[config.mk]
export PLATFORM = sky130hd
export DESIGN_NAME = imem_loader
export DESIGN_NICKNAME = d
export VERILOG_FILES = /design/src/rtl/imem_loader_pkg.sv /design/src/rtl/loader_word_asm.sv /design/src/rtl/imem_loader.sv
export SDC_FILE = /design/constraint.sdc
export NUM_CORES = 1
export LEC_CHECK = 0
export CORE_MARGIN = 4
export CORE_UTILIZATION = 51
export CTS_BUF_LIST = sky130_fd_sc_hd__clkbuf_16
export DETAILED_ROUTE_END_ITERATION = 16
export GPL_ROUTABILITY_DRIVEN = 0
export PLACE_DENSITY = 0.87
export SYNTH_ARGS = -nofsm -noshare
export SYNTH_HDL_FRONTEND = slang
export SYNTH_SLANG_ARGS = --single-unit
export TNS_END_PERCENT = 20
[constraint.sdc]
create_clock -name clk -period 4.4 [get_ports clk]
set_input_delay 0.44 -clock clk [delete_from_list [all_inputs] [get_ports clk]]
set_output_delay 0.44 -clock clk [all_outputs]
set_load 0.05 [all_outputs]
[src/rtl/imem_loader_pkg.sv]
// imem_loader_pkg: shared definitions for the instruction-memory loader.
//   DATA_WIDTH      - instruction-memory address/data width
//   BYTE_W          - width of one stream byte
//   HDR_BYTES       - bytes per little-endian field (count, word, checksum)
//   CNT_W           - width of the per-field byte counter
//   loader_state_e  - loader FSM state encodings
// Optional feature macro: LOADER_CHECKSUM_EN adds the CHK state.
package imem_loader_pkg;

    localparam int unsigned DATA_WIDTH = 32;
    localparam int unsigned BYTE_W     = 8;
    localparam int unsigned HDR_BYTES  = 4;
    localparam int unsigned CNT_W      = 2;

    typedef enum logic [2:0] {
        HDR   = 3'd0,
        DATA  = 3'd1,
        WRITE = 3'd2,
`ifdef LOADER_CHECKSUM_EN
        CHK   = 3'd3,
`endif
        DONE  = 3'd4
    } loader_state_e;

    // True when the byte counter sits on the final byte of a 4-byte field.
    function automatic logic is_last_byte(input logic [CNT_W-1:0] cnt);
        return cnt == CNT_W'(HDR_BYTES - 1);
    endfunction

endpackage

[src/rtl/loader_word_asm.sv]
// loader_word_asm: little-endian byte-to-word assembler.
//   clk, rst     - clock, asynchronous active-high reset
//   byte_in      - stream byte being accepted
//   valid        - byte_in is accepted this cycle
//   count        - position of byte_in within the current 4-byte field
//   word_c       - assembled word (combinational; complete when word_done_c)
//   word_done_c  - the fourth byte of a field is being accepted this cycle
module loader_word_asm
    import imem_loader_pkg::*;
(
    input  logic                  clk,
    input  logic                  rst,
    input  logic [BYTE_W-1:0]     byte_in,
    input  logic                  valid,
    input  logic [CNT_W-1:0]      count,
    output logic [DATA_WIDTH-1:0] word_c,
    output logic                  word_done_c
);

    // Lower three bytes of the field; the top byte is taken straight from byte_in
    // so the full word is available in the same cycle as the last byte.
    logic [DATA_WIDTH-BYTE_W-1:0] low_q;

    // Byte capture: position is selected by the owner's byte counter.
    always_ff @(posedge clk or posedge rst) begin
        if (rst) begin
            low_q <= '0;
        end else if (valid) begin
            case (count)
                2'd0:    low_q[7:0]   <= byte_in;
                2'd1:    low_q[15:8]  <= byte_in;
                2'd2:    low_q[23:16] <= byte_in;
                default: ;
            endcase
        end
    end

    assign word_c      = {byte_in, low_q};
    assign word_done_c = valid && is_last_byte(count);

endmodule

[src/rtl/imem_loader.sv]
// imem_loader: loads a little-endian byte stream into instruction memory while
// holding the core stalled.
// Stream: 4-byte word count N, then N 4-byte words (then a 4-byte checksum when
// LOADER_CHECKSUM_EN is defined).
//   clk, rst       - clock, asynchronous active-high reset
//   s_valid/s_data - byte stream input; s_ready is the accept handshake
//   w_addr/w_dat   - instruction-memory write byte address and word
//   w_enb          - one-cycle write strobe
//   cpu_stall      - holds the core PC until the image is loaded
//   load_done      - image fully written
//   load_err       - checksum mismatch (constant 0 without LOADER_CHECKSUM_EN)
// Optional feature macro: LOADER_CHECKSUM_EN.
module imem_loader
    import imem_loader_pkg::*;
#(
    parameter logic [31:0] BASE_ADDR = 32'h0000_0000,
    parameter int unsigned MAX_WORDS = 1024
) (
    input  logic                  clk,
    input  logic                  rst,
    input  logic                  s_valid,
    input  logic [7:0]            s_data,
    output logic                  s_ready,
    output logic [DATA_WIDTH-1:0] w_addr,
    output logic [DATA_WIDTH-1:0] w_dat,
    output logic                  w_enb,
    output logic                  cpu_stall,
    output logic                  load_done,
    output logic                  load_err
);

    loader_state_e         state;
    logic [CNT_W-1:0]      byte_cnt;
    logic [31:0]           word_cnt;
    logic [31:0]           word_idx;

    logic                  accept_c;
    logic [DATA_WIDTH-1:0] word_c;
    logic                  word_done_c;
    logic                  in_range_c;
    logic                  last_word_c;
    logic [DATA_WIDTH-1:0] addr_c;

    assign accept_c    = s_valid & s_ready;
    assign in_range_c  = word_idx < MAX_WORDS;
    assign last_word_c = word_idx == (word_cnt - 32'd1);
    // Byte address of word i, wrapping modulo 2^32.
    assign addr_c      = BASE_ADDR + {word_idx[29:0], 2'b00};

    // Shared assembler for count, data words and checksum.
    loader_word_asm u_word_asm (
        .clk         (clk),
        .rst         (rst),
        .byte_in     (s_data),
        .valid       (accept_c),
        .count       (byte_cnt),
        .word_c      (word_c),
        .word_done_c (word_done_c)
    );

    // Loader FSM with registered handshake, write and status outputs.
    always_ff @(posedge clk or posedge rst) begin
        if (rst) begin
            state     <= HDR;
            byte_cnt  <= '0;
            word_cnt  <= '0;
            word_idx  <= '0;
            s_ready   <= 1'b1;
            w_enb     <= 1'b0;
            w_addr    <= '0;
            w_dat     <= '0;
            cpu_stall <= 1'b1;
            load_done <= 1'b0;
        end else begin
            w_enb <= 1'b0;
            // Counter wraps 3 -> 0 at each field boundary.
            if (accept_c) begin
                byte_cnt <= byte_cnt + CNT_W'(1);
            end
            case (state)
                HDR: begin
                    if (word_done_c) begin
                        word_cnt <= word_c;
                        word_idx <= '0;
                        if (word_c == '0) begin
                            state     <= DONE;
                            s_ready   <= 1'b0;
                            cpu_stall <= 1'b0;
                            load_done <= 1'b1;
                        end else begin
                            state <= DATA;
                        end
                    end
                end
                DATA: begin
                    if (word_done_c) begin
                        state   <= WRITE;
                        s_ready <= 1'b0;
                        // Words beyond capacity are consumed but never written.
                        if (in_range_c) begin
                            w_enb  <= 1'b1;
                            w_addr <= addr_c;
                            w_dat  <= word_c;
                        end
                    end
                end
                WRITE: begin
                    word_idx <= word_idx + 32'd1;
                    if (last_word_c) begin
`ifdef LOADER_CHECKSUM_EN
                        state   <= CHK;
                        s_ready <= 1'b1;
`else
                        state     <= DONE;
                        cpu_stall <= 1'b0;
                        load_done <= 1'b1;
`endif
                    end else begin
                        state   <= DATA;
                        s_ready <= 1'b1;
                    end
                end
`ifdef LOADER_CHECKSUM_EN
                CHK: begin
                    if (word_done_c) begin
                        state     <= DONE;
                        s_ready   <= 1'b0;
                        cpu_stall <= 1'b0;
                        load_done <= 1'b1;
                    end
                end
`endif
                DONE: ;
                default: begin
                    state   <= HDR;
                    s_ready <= 1'b1;
                end
            endcase
        end
    end

`ifdef LOADER_CHECKSUM_EN
    logic [31:0] sum_q;

    // Running sum of every data word (written or not) and sticky mismatch flag.
    always_ff @(posedge clk or posedge rst) begin
        if (rst) begin
            sum_q    <= '0;
            load_err <= 1'b0;
        end else begin
            if (state == DATA && word_done_c) begin
                sum_q <= sum_q + word_c;
            end
            if (state == CHK && word_done_c && word_c != sum_q) begin
                load_err <= 1'b1;
            end
        end
    end
`else
    assign load_err = 1'b0;
`endif

endmodule

---- After elaboration in Yosys (flattened, before gate mapping) ----
Index checks and enable logic that the tools add are counted.
word-level totals
  flip-flop bits (word level) ............. 159
  input bits .............................. 11
  output and inout bits ................... 69
  logic and storage cells ................. 66
cells by class
  add/subtract/negate cells ............... 3
  $lt $le $gt $ge ......................... 1
  eq/ne operators ......................... 12
  mux-type cells .......................... 21
  bitwise operators ....................... 2
  reductions and logical operators ........ 14
operator list
  cell                   number
  $pmux 32 s2            1
  $add 32x1->32 const B  1
  $eq 32x32->1           1
  $logic_not 32->1       1
  $lt 32x11->1 const B   1
  $mux 32                1
  $sub 32x1->32 const B  1
  $mux 3                 4
  $pmux 3 s4             1
  $mux 1                 11
  $reduce_and 2->1       5
  $ne 2x2->1 const B     3
  $reduce_and 3->1       2
  $reduce_and 5->1       1
  $eq 2x2->1 const B     2
  $ne 2x1->1 const B     2
  $pmux 1 s2             2
  $pmux 1 s4             1
  $reduce_and 4->1       1
  $eq 3x1->1 const B     1
  $eq 3x2->1 const B     1
  $eq 3x3->1 const B     1
  $logic_not 3->1        1
  $add 2x1->2 const B    1
  other kinds (6)        6

---- Depth between registers and ports, before layout ----
Gate-level depths: netlist (run 1).
  word-level depth ........................ 4
  mapped depth ............................ 11
  depth with buffers taken out ............ 10

---- By module ----
Synthesis (run 1) repeated with hierarchy kept, for this count alone.
second synthesis, totals
  cells, all modules ...................... 719
  area total of the unflattened synthesis .. 7668.6 µm²
modules (own cells, without submodules)
  module           instances  cells each  area an instance (µm²)  seq. area each (µm²)
  imem_loader      1          658         6685.2                  3380.7
  loader_word_asm  1          61          983.4                   600.6

---- Worst setup path after synthesis (run 1) ----
Ideal clock, no wire load.
  path kind ............................... reg2reg
  start ................................... reg s_ready
  end ..................................... reg w_dat[24]
  library setup time ...................... 0.125 ns
  arrival time ............................ 2.681 ns
  required time ........................... 4.275 ns
  setup slack ............................. 1.594 ns
  cell stages (with the launch flop) ...... 8
  path buffers ............................ 2
  period minus slack after synthesis ...... 2.806 ns
  cells stage by stage .................... dfstp_2 -> clkbuf_1 -> nand3_1 -> nor3_1 -> nand2_1 -> nor3_1 -> clkbuf_1 -> mux2_2
on the way
  longest elaborated chain between the ends .. 3
RTL lines
  element                            line                   RTL
  from (decl)                        imem_loader.sv:23      output logic s_ready,
  from (signal assigned)             imem_loader.sv:68      s_ready <= 1'b1;
  from (signal assigned)             imem_loader.sv:87      s_ready <= 1'b0;
  from (signal assigned)             imem_loader.sv:98      s_ready <= 1'b0;
  $and 1x1->1                        imem_loader.sv:44      assign accept_c = s_valid & s_ready;
  $logic_and 1x1->1                  loader_word_asm.sv:39  assign word_done_c = valid && is_last_byte(count);
  $reduce_and 3->1 (no source line)  -
  to (signal assigned)               imem_loader.sv:103     w_dat <= word_c;
  to (decl)                          imem_loader.sv:25      output logic [DATA_WIDTH-1:0] w_dat,
No other way between the ends.
A chain may end at the register's enable or synchronous reset.

---- Final worst setup path (run 1) ----
  start ................................... reg word_cnt[0]
  end ..................................... reg cpu_stall
on the way
  longest elaborated chain between the ends .. 4
RTL lines
  element                            line                RTL
  from (decl)                        imem_loader.sv:34   logic [31:0] word_cnt;
  from (signal assigned)             imem_loader.sv:83   word_cnt <= word_c;
  $sub 32x1->32                      imem_loader.sv:46   assign last_word_c = word_idx == (word_cnt - 32'd1);
  $eq 32x32->1                       imem_loader.sv:46
  $ne 2x2->1 (no source line)        -
  $reduce_and 4->1 (no source line)  -
  to (signal assigned)               imem_loader.sv:72   cpu_stall <= 1'b1;
  to (signal assigned)               imem_loader.sv:88   cpu_stall <= 1'b0;
  to (signal assigned)               imem_loader.sv:115  cpu_stall <= 1'b0;
  to (decl)                          imem_loader.sv:27   output logic cpu_stall,
No other way between the ends.

==> results.json, run 1 <==
{
  "crit_fanout": 8,
  "clk_path_buf_depth": 2,
  "yosys.area.top_type": "dfrtp_1",
  "whs_ns": 0.471,
  "fp.dieW_um": 130,
  "dr.pass1.iters": 5,
  "status": "complete, no violations",
  "timing.setup.critical_path_class": "flop to flop",
  "pin_count": 80,
  "synthMostInstantiatedCell": "dfrtp_1",
  "core_area_mm2": 0.0146,
  "synthArstFlopShare_pct": 100,
  "drc": 0,
  "slew_violations": 0,
  "place_ws_ns": 1.22,
  "routed_wl_mm": 17.7,
  "route.top_layer_used": "met4",
  "fmax_mhz": 310,
  "met3_length_mm": 1.39,
  "synthesis.area_mm2": 0.00762,
  "leakagePower_nw": 4.20,
  "final_antenna_net_count": 0,
  "synth_cell_types": 60,
  "seq_power_share_pct": 49.6,
  "layout-drive-gt1-share_pct": 15.0,
  "die_h_um": 130,
  "finalHoldViolations": 0,
  "vias": 5881,
  "internal_power_mw": 2.31,
  "post-route-min-period_ns": 3.23,
  "ys_ff_latch": 159,
  "cts_buffers": 17,
  "synthTopCellsByArea": "dfrtp_1 52%, mux2_2 9.9%, nand2_1 6.3%, xor2_1 2.5%, o21ai_0 2.4%",
  "grt-ovfl-total": 0,
  "final_nets": 814,
  "antenna_found_initial": 0,
  "ys_seq_area_share_pct": 52.2,
  "critPathArrivalTime_ns": 3.59,
  "synth_common_cells": "157 x dfrtp_1, 127 x nand2_1, 67 x mux2_2",
  "fin_ws_ns": 1.17,
  "drt_iter0_markers": 582,
  "worstSetupEndpointType": "flop",
  "initial_core_util_pct": 52.2,
  "clk_pin_slew_ns": 0.06,
  "vdd_drop_max_uv": 293,
  "cts-root-buf": "clkbuf_16",
  "htree_levels": 4,
  "finalClockSkew_ns": 0.00782,
  "wl_met2_mm": 8.34,
  "diodes": 0,
  "synth_edf_count": 0,
  "critical-path-top-delay-family": "simple AND/OR/NAND/NOR gates",
  "yosysTopAreaCellShare_pct": 51.5,
  "p_comb_share_pct": 1.9,
  "powerDensity_mw_per_mm2": 323,
  "area_growth_pct": 19.6,
  "wl_per_cell_um": 17.9,
  "synth-main-ff-cell": "dfrtp_1",
  "cp_num_buf_inv": 1,
  "slowest_delay_ns": 0.53,
  "grt_use_total_pct": 22.1,
  "hold_class": "flop to flop",
  "numClockSinks": 159,
  "syn_inst": 731,
  "syn_avg_cell_area_um2": 10.4,
  "setup_viol": 0,
  "wl_met1_mm": 7.67,
  "final.setup.tns_ns": 0,
  "rsz0062_at_grt": "no",
  "fin_crit_sh_pct": 73.4,
  "routed_via_density": 5.92,
  "cts_tree": "built",
  "pwr-share-clk_pct": 48.4,
  "dieArea_mm2": 0.0170,
  "dpl.hpwl_mm": 12.3,
  "cts.repair.resized": 0,
  "critPathRequiredTime_ns": 4.76,
  "synth_warnings": 0,
  "cp_slowest_cell": "or4b_1",
  "insertion_delay_ns": 0.43,
  "cp_cell_sequence": "inv_1, ha_1, nor4b_4, and4bb_1, nand3_2, or4b_1, nand3_1, and4bb_2, a32oi_1, and2_1",
  "maxCapViolCount": 0,
  "cts.hold.buffers_added": 0,
  "portBuffers": 76,
  "grt_max_degree": 65,
  "post_cts_buffers": 0,
  "switching_share_pct": 21.7,
  "grt_pass1_vias": 5708,
  "tightest_slew_ns": 1.16,
  "startpoint_type": "flop",
  "grt_pass1_wl_mm": 29.2,
  "p_sw_mw": 0.639,
  "fp-row-count": 44,
  "max_slew_margin_pct": 23.0
}
## cells by family after synthesis
| logic type | share of synthesized area, % |
|---|---|
| muxes | 10.9 |
| other | 0.0492 |
| buffers and inverters | 2.66 |
| DFF | 52.2 |
| and+or+nand+nor | 21.8 |
| AOI/OAI and AO/OA | 6.93 |
| xor gates and xnor gates | 4.37 |
| adders and majority gates | 0.985 |
## final timing paths
path                                         start               endpoint  slack, ns  cells after the start
max                        word_cnt[0]$_DFFE_PP0P_  cpu_stall$_DFFE_PP1P_       1.17                     10
min                          load_done$_DFFE_PP0P_  load_done$_DFFE_PP0P_       0.47                      1
max reg2reg                word_cnt[0]$_DFFE_PP0P_  cpu_stall$_DFFE_PP1P_       1.17                     10
min reg2reg                  load_done$_DFFE_PP0P_  load_done$_DFFE_PP0P_       0.47                      1
max in group asynchronous                      rst    s_ready$_DFFE_PP1P_       2.75                      3
min in group asynchronous                      rst  w_dat[26]$_DFFE_PP0P_       0.59                      2
## cell type report
type                    instances  area (um2)
clock buffers                  17         425
clock inverters                14         145
fillers                      1081        5480
inverters                      13        52.6
multi-input cells             524        3460
flip-flops and latches        159        3980
well taps                     184         230
repair buffers                 82         818
## layer usage
metal / vias up / global-route usage (%)
met5: - / 0
met4: 0 / 7.58
met3: 28 / 6.26
met2: 245 / 33.6
met1: 2885 / 30.6
li1: 2723 / -
## metrics by stage
stage / power, mW / std cells / util (%) / instance area, um2
global placement: 1.55 / 962 / 58.6 / 8540
floorplan: 1.52 / 733 / - / 7630
CTS: 2.97 / 993 / 62.5 / 9110
finish: 2.95 / 993 / 62.5 / 9110
detailed placement: 1.55 / 962 / 58.6 / 8540
global route: 3.05 / 993 / 62.5 / 9110
## cells in the final DEF (no fill, tap or decap), types with 16 or more instances in the layout
| cell type | instances |
|---|---|
| dfrtp_1 | 157 |
| nand2_1 | 127 |
| clkdlybuf4s50_1 | 76 |
| mux2_2 | 67 |
| o21ai_0 | 36 |
| nand3_1 | 33 |
| nor2_1 | 26 |
| nor2b_1 | 26 |
| nor4_1 | 22 |
| xor2_1 | 22 |
| nand4_1 | 19 |
| clkbuf_16 | 17 |
| nor3_1 | 16 |
| xnor2_1 | 16 |
## flip-flops by register name (all words and copies together), names as in the netlist
signal            cells
state                 3
word_idx             32
s_ready               1
w_enb                 1
byte_cnt              2
w_dat                32
load_done             1
word_cnt             32
cpu_stall             1
u_word_asm.low_q     24
w_addr               30
## power groups by stage
stage	clock, mW	sequential, mW	combinational (mW)
2_1_floorplan	0	1.49	0.0317
3_3_place_gp	0	1.49	0.0585
3_5_place_dp	0	1.49	0.0591
4_1_cts	1.45	1.46	0.0592
5_1_grt	1.52	1.46	0.0645
6_report	1.43	1.46	0.0570
No activity file was read; power rests on OpenSTA's default activity.
==> run 2, diff against run 1 <==
--- a/config.mk
+++ b/config.mk
@@ -6,11 +6,11 @@
 export NUM_CORES = 1
 export LEC_CHECK = 0
 export CORE_MARGIN = 4
-export CORE_UTILIZATION = 51
+export CORE_UTILIZATION = 55
 export CTS_BUF_LIST = sky130_fd_sc_hd__clkbuf_16
 export DETAILED_ROUTE_END_ITERATION = 16
 export GPL_ROUTABILITY_DRIVEN = 0
-export PLACE_DENSITY = 0.87
+export PLACE_DENSITY = 0.89
 export SYNTH_ARGS = -nofsm -noshare
 export SYNTH_HDL_FRONTEND = slang
 export SYNTH_SLANG_ARGS = --single-unit
==> constraint.sdc (replaced) <==
create_clock -name clk -period 3.28 [get_ports clk]
set_input_delay 0.328 -clock clk [delete_from_list [all_inputs] [get_ports clk]]
set_output_delay 0.328 -clock clk [all_outputs]
set_load 0.05 [all_outputs]
==> run 2 against run 1 <==
  * Wire length is 7.9% higher
  * Clock power rose by 41%
  * Sequential power up 34%
  * Maximum frequency is 7.7% higher
  * Sequential cell count stayed put
  * Via count grew 1.8%
  * Utilization up 6.4 points
  * Cell area is 1.3% higher
  * Power increased by 38%
  * Final cell count increased by 0.10%
  * Clock skew up 0.0072 ns
  * Die area down 6.8%
  * Critical path type unchanged
==> results.json, run 2 (synthesis results as in run 1) <==
{
  "status": "complete, no violations",
  "crit_fanout": 6,
  "fmax_mhz": 334,
  "routed_wl_mm": 19.1,
  "fillers": 935,
  "numClockSinks": 159,
  "die_h_um": 126,
  "portBuffers": 76,
  "post_cts_buffers": 0,
  "critPathRequiredTime_ns": 3.64,
  "grt-ovfl-total": 0,
  "cts-root-buf": "clkbuf_16",
  "critPathArrivalTime_ns": 3.35,
  "max_slew_margin_pct": 60.1,
  "leakagePower_nw": 4.27,
  "antenna_found_initial": 0,
  "finalHoldViolations": 0,
  "insertion_delay_ns": 0.44,
  "grt_pass1_wl_mm": 31.4,
  "startpoint_type": "flop",
  "fp.dieW_um": 126,
  "most-common-layout-cells": "157 x dfrtp_1, 127 x nand2_1, 76 x clkdlybuf4s50_1",
  "tightest_slew_ns": 0.599,
  "clk_path_buf_depth": 2,
  "dr.pass1.iters": 6,
  "largestRegisters": "w_dat (32), word_cnt (32), word_idx (32)",
  "drt_iter0_markers": 591,
  "cts.repair.resized": 0,
  "htree_levels": 4,
  "final_nets": 822,
  "vdd_drop_max_uv": 421,
  "setup_viol": 0,
  "grt_use_total_pct": 24.8,
  "cts_tree": "built",
  "hold_class": "input pin to async pin",
  "routed_via_density": 6.03,
  "final.setup.tns_ns": 0,
  "cp_slowest_cell": "or4_4",
  "vias": 5989,
  "powerDensity_mw_per_mm2": 440,
  "grt_pass1_vias": 6124,
  "fin_crit_sh_pct": 91.4,
  "final_common_cell": "dfrtp_1",
  "dpl.hpwl_mm": 13.1,
  "place_ws_ns": 0.348,
  "wl_per_cell_um": 19.2,
  "fp-row-count": 42,
  "core_area_mm2": 0.0134,
  "critical-path-top-delay-family": "simple AND/OR/NAND/NOR gates",
  "maxCapViolCount": 0,
  "cts_buffers": 17,
  "layout-drive-gt1-share_pct": 16.1,
  "cp_num_buf_inv": 0,
  "area_growth_pct": 21.1,
  "pin_count": 80,
  "slowest_delay_ns": 0.58,
  "clk_pin_slew_ns": 0.06,
  "cp_cell_sequence": "or4_4, nor4_1, nand4_1, o21a_1, o311a_1, nor4_2, a32oi_1, and2_1",
  "power.total_mw": 4.06,
  "drc": 0,
  "slew_violations": 0,
  "dieArea_mm2": 0.0158,
  "fin_ws_ns": 0.283,
  "post-route-min-period_ns": 3.00,
  "final_antenna_net_count": 0,
  "cts.hold.buffers_added": 0,
  "initial_core_util_pct": 56.9,
  "diodes": 0,
  "worstSetupEndpointType": "flop",
  "finalClockSkew_ns": 0.0150,
  "timing.setup.critical_path_class": "flop to flop",
  "grt_max_degree": 61,
  "rsz0062_at_grt": "no"
}
==> run 2: power breakdown <==
group / switching [mW] / internal (mW) / total, mW / leakage [nW]
Combinational: 0.0615 / 0.0191 / 0.0806 / 1.95
Sequential: 0 / 1.96 / 1.96 / 2.02
Clock: 0.872 / 1.15 / 2.02 / 0.298
Total: 0.933 / 3.13 / 4.06 / 4.27
==> run 2: routing by layer <==
layer	global-route usage [%]	vias to the layer above	share of wire, %	wire, um
li1	-	2720	-	-
met1	33.0	2927	42	8030
met2	39.6	289	47	8960
met3	6.22	53	8.3	1590
met4	9.12	0	2.8	541
met5	0	-	0	0
==> run 2: through the flow <==
step / cells / cell area (um2) / util [%] / hold WS [ns]
final: 994 / 9230 / 68.9 / 0.283
after global routing: 994 / 9230 / 68.9 / 0.309
after CTS: 994 / 9230 / 68.9 / 0.289
after detailed placement: 962 / 8630 / 64.4 / 0.482
after global placement: 962 / 8630 / 64.4 / 0.477
after floorplan: 733 / 7630 / - / 0.433
==> run 2: path summary, 6_finish.rpt <==
path                                          startpoint                              end  slack (ns)  cells past startpoint
worst max-delay path            word_cnt[20]$_DFFE_PP0P_            cpu_stall$_DFFE_PP1P_        0.28                      8
worst min-delay path                                 rst            w_dat[24]$_DFFE_PP0P_        0.28                      2
worst max register to register  word_cnt[20]$_DFFE_PP0P_            cpu_stall$_DFFE_PP1P_        0.28                      8
worst min register to register     load_done$_DFFE_PP0P_            load_done$_DFFE_PP0P_        0.49                      1
max in group asynchronous                            rst  u_word_asm.low_q[1]$_DFFE_PP0P_        2.31                      3
min in group clk                   load_done$_DFFE_PP0P_            load_done$_DFFE_PP0P_        0.49                      1
==> run 2: area by class of cell <==
cell class | instances | area, um2 | share of cell area (%)
multi-input cells | 524 | 3460 | 37.5
inverters | 13 | 52.6 | 0.569
clock buffers | 17 | 425 | 4.61
flip-flops and latches | 159 | 3980 | 43.1
well taps | 176 | 220 | 2.39
repair buffers | 90 | 916 | 9.92
clock inverters | 15 | 174 | 1.88
==> run 3, diff against run 2 <==
--- a/config.mk
+++ b/config.mk
@@ -5,12 +5,15 @@
 export SDC_FILE = /design/constraint.sdc
 export NUM_CORES = 1
 export LEC_CHECK = 0
+export ABC_AREA = 1
+export CELL_PAD_IN_SITES_DETAIL_PLACEMENT = 0
+export CELL_PAD_IN_SITES_GLOBAL_PLACEMENT = 1
 export CORE_MARGIN = 4
-export CORE_UTILIZATION = 55
+export CORE_UTILIZATION = 43
 export CTS_BUF_LIST = sky130_fd_sc_hd__clkbuf_16
 export DETAILED_ROUTE_END_ITERATION = 16
 export GPL_ROUTABILITY_DRIVEN = 0
-export PLACE_DENSITY = 0.89
+export PLACE_DENSITY = 0.92
 export SYNTH_ARGS = -nofsm -noshare
 export SYNTH_HDL_FRONTEND = slang
 export SYNTH_SLANG_ARGS = --single-unit
==> run 3 against run 2 <==
  * Sequential share of layout area down 2.9 points
  * Via count rose by 19%
  * First-iteration DRC count down 13%
  * Final cell count grew 44%
  * Sequential cell count unchanged
  * Synthesized cell count increased by 49%
  * Clock power shrank 7%
  * Area after synthesis is 9.2% higher
  * Worst hold slack better by 0.15 ns
  * Critical path type unchanged
  * Highest routed layer unchanged
==> results.json, run 3 <==
{
  "status": "complete, no violations",
  "cts.hold.buffers_added": 0,
  "multi_input_area_mm2": 0.00366,
  "fmax_mhz": 439,
  "cp_slowest_cell": "dfstp_2",
  "cts.repair.resized": 0,
  "most-common-layout-cells": "330 x nand2_1, 157 x dfrtp_1, 138 x inv_1",
  "grt-ovfl-total": 0,
  "cp_cell_sequence": "nand2_1, inv_2, nand2_1, nor3_2, nand4_1, nor2_4, inv_2, nand2_1, o21ai_1",
  "post_cts_buffers": 0,
  "grt_use_met3_pct": 4.57,
  "syn_avg_cell_area_um2": 7.66,
  "power.total_mw": 3.92,
  "htree_levels": 4,
  "critical-path-top-delay-family": "simple AND/OR/NAND/NOR gates",
  "grt_pass1_wl_mm": 36.6,
  "wl_per_cell_um": 15.3,
  "fp-row-count": 50,
  "yosys.area.top_type": "dfrtp_1",
  "grt_use_total_pct": 21.1,
  "ys_seq_area_share_pct": 47.8,
  "dieArea_mm2": 0.0216,
  "fillers": 1826,
  "synth_cell_types": 45,
  "clk_pin_slew_ns": 0.07,
  "antenna_found_initial": 0,
  "vias": 7139,
  "p_comb_share_pct": 1.9,
  "syn_inst": 1086,
  "synthMostInstantiatedCell": "nand2_1",
  "area_growth_pct": 18.9,
  "fin_crit_sh_pct": 69.5,
  "cp_num_buf_inv": 2,
  "switching_share_pct": 22.7,
  "tightest_slew_ns": 0.949,
  "dpl.hpwl_mm": 16.4,
  "dr.pass1.iters": 5,
  "vdd_drop_max_uv": 365,
  "synth_warnings": 0,
  "final_antenna_net_count": 0,
  "cts-root-buf": "clkbuf_16",
  "fp.dieW_um": 147,
  "rr_worst_depth": 9,
  "cts_buffers": 17,
  "leakagePower_nw": 4.96,
  "drc": 0,
  "final_nets": 1175,
  "initial_core_util_pct": 44.1,
  "grt.met1_usage_pct": 29.2,
  "core_area_mm2": 0.0189,
  "critPathRequiredTime_ns": 3.55,
  "post-route-min-period_ns": 2.28,
  "pin_count": 80,
  "busiest_layer": "met2",
  "synthTopCellsByArea": "dfrtp_1 47%, nand2_1 15%, inv_1 6.3%, nor2_1 5.1%, o21ai_0 4.5%",
  "worstSetupEndpointType": "flop",
  "die_h_um": 147,
  "maxCapViolCount": 0,
  "finalHoldViolations": 0,
  "final_common_cell": "nand2_1",
  "rsz0062_at_grt": "no",
  "routed_wl_mm": 21.9,
  "powerDensity_mw_per_mm2": 396,
  "ys_ff_latch": 159,
  "synth-main-ff-cell": "dfrtp_1",
  "yosysTopAreaCellShare_pct": 47.2,
  "numClockSinks": 159,
  "finalClockSkew_ns": 0.00902,
  "pwr-share-clk_pct": 48.1,
  "slew_violations": 0,
  "setup_viol": 0,
  "slowest_delay_ns": 0.57,
  "diodes": 0,
  "cpMostUsedCell": "nand2_1",
  "hold_class": "input pin to async pin",
  "insertion_delay_ns": 0.43,
  "startpoint_type": "flop",
  "drt_iter0_markers": 516,
  "grt_pass1_vias": 7045,
  "grt_max_degree": 160,
  "synthArstFlopShare_pct": 100,
  "cts_tree": "built",
  "timing.setup.critical_path_class": "flop to flop",
  "max_slew_margin_pct": 36.7,
  "layout-drive-gt1-share_pct": 7.51,
  "final.setup.tns_ns": 0,
  "crit_cells": 9,
  "use_met2_pct": 32.9,
  "clk_path_buf_depth": 2,
  "largestRegisters": "w_dat (32), word_cnt (32), word_idx (32)",
  "internal_power_mw": 3.03,
  "synth_edf_count": 0,
  "seq_power_share_pct": 50.1,
  "synth_common_cells": "330 x nand2_1, 157 x dfrtp_1, 139 x inv_1",
  "seqCellArea_mm2": 0.00398,
  "p_sw_mw": 0.889,
  "routed_via_density": 4.99,
  "portBuffers": 76,
  "crit_fanout": 60,
  "synthesis.area_mm2": 0.00832,
  "critPathArrivalTime_ns": 2.55
}
[run 3: cell types whose count changed after synthesis, sizes merged, moves of 26 or more]
cell,previous run,this run
inv,13,145
nand2,127,338
nor2,26,134
o21ai,36,98
nor2b,26,0
mux2,67,0
[run 3: layout make-up]
class	instances	area share, %
Sequential cell	159	40.2
Multi-Input combinational cell	751	37.0
Timing Repair Buffer	81	8.19
Inverter	148	5.66
Clock buffer	17	4.30
Tap cell	260	3.29
Clock inverter	15	1.37
[run 3: cells by family (layout without fill, tap and decap cells)]
family	Yosys count	after routing	share of synthesized area, %
simple gates	583	583	31.3
buf+inv	178	261	8.37
flops	159	159	47.8
compound gates	122	122	7.64
xor+xnor	33	33	3.47
fa+ha+maj	6	6	0.902
mux	4	4	0.481
other cells	1	3	0.0451
[run 3: final timing paths]
kind / startpoint / slack (ns) / end
min: rst / 0.43 / w_addr[29]$_DFFE_PP0P_
max reg2reg: s_ready$_DFFE_PP1P_ / 1.00 / w_addr[8]$_DFFE_PP0P_
min reg2reg: cpu_stall$_DFFE_PP1P_ / 0.44 / cpu_stall$_DFFE_PP1P_
max: s_ready$_DFFE_PP1P_ / 1.00 / w_addr[8]$_DFFE_PP0P_
max in group asynchronous: rst / 2.16 / w_addr[10]$_DFFE_PP0P_
min in group clk: cpu_stall$_DFFE_PP1P_ / 0.44 / cpu_stall$_DFFE_PP1P_
[run 3: power by group through the flow]
| stage | Sequential [mW] | Combinational [mW] | Clock [mW] |
|---|---|---|---|
| 6_report | 1.96 | 0.0734 | 1.88 |
| 5_1_grt | 1.96 | 0.0821 | 2.00 |
| 3_5_place_dp | 2.00 | 0.0764 | 0 |
| 3_3_place_gp | 2.00 | 0.0768 | 0 |
| 4_1_cts | 1.96 | 0.0766 | 1.90 |
| 2_1_floorplan | 2.00 | 0.0440 | 0 |
[run 3: worst register-to-register path, stage by stage, from the launching register on]
cell and delay [ns]:
dfstp_2 0.57, nand2_1 0.10, inv_2 0.10, nand2_1 0.15, nor3_2 0.21, nand4_1 0.18, nor2_4 0.17, inv_2 0.34
nand2_1 0.22, o21ai_1 0.09
[run 3: stage by stage]
| stage | cells | worst slack, ns | hold WS, ns | area, um2 | util [%] |
|---|---|---|---|---|---|
| floorplan | 1088 | 0.939 | 0.449 | 8330 | - |
| global route | 1431 | 0.802 | 0.466 | 9900 | 52.4 |
| detailed placement | 1399 | 0.791 | 0.432 | 9340 | 49.4 |
| global placement | 1399 | 0.910 | 0.434 | 9340 | 49.4 |
| CTS | 1431 | 0.973 | 0.442 | 9900 | 52.4 |
| finish | 1431 | 1.00 | 0.433 | 9900 | 52.4 |
[run 3: layer usage]
| metal | part of all wire (%) | vias to the layer above |
|---|---|---|
| li1 | - | 3559 |
| met1 | 45 | 3313 |
| met2 | 46 | 216 |
| met3 | 6.4 | 51 |
| met4 | 2.9 | 0 |
| met5 | 0 | - |
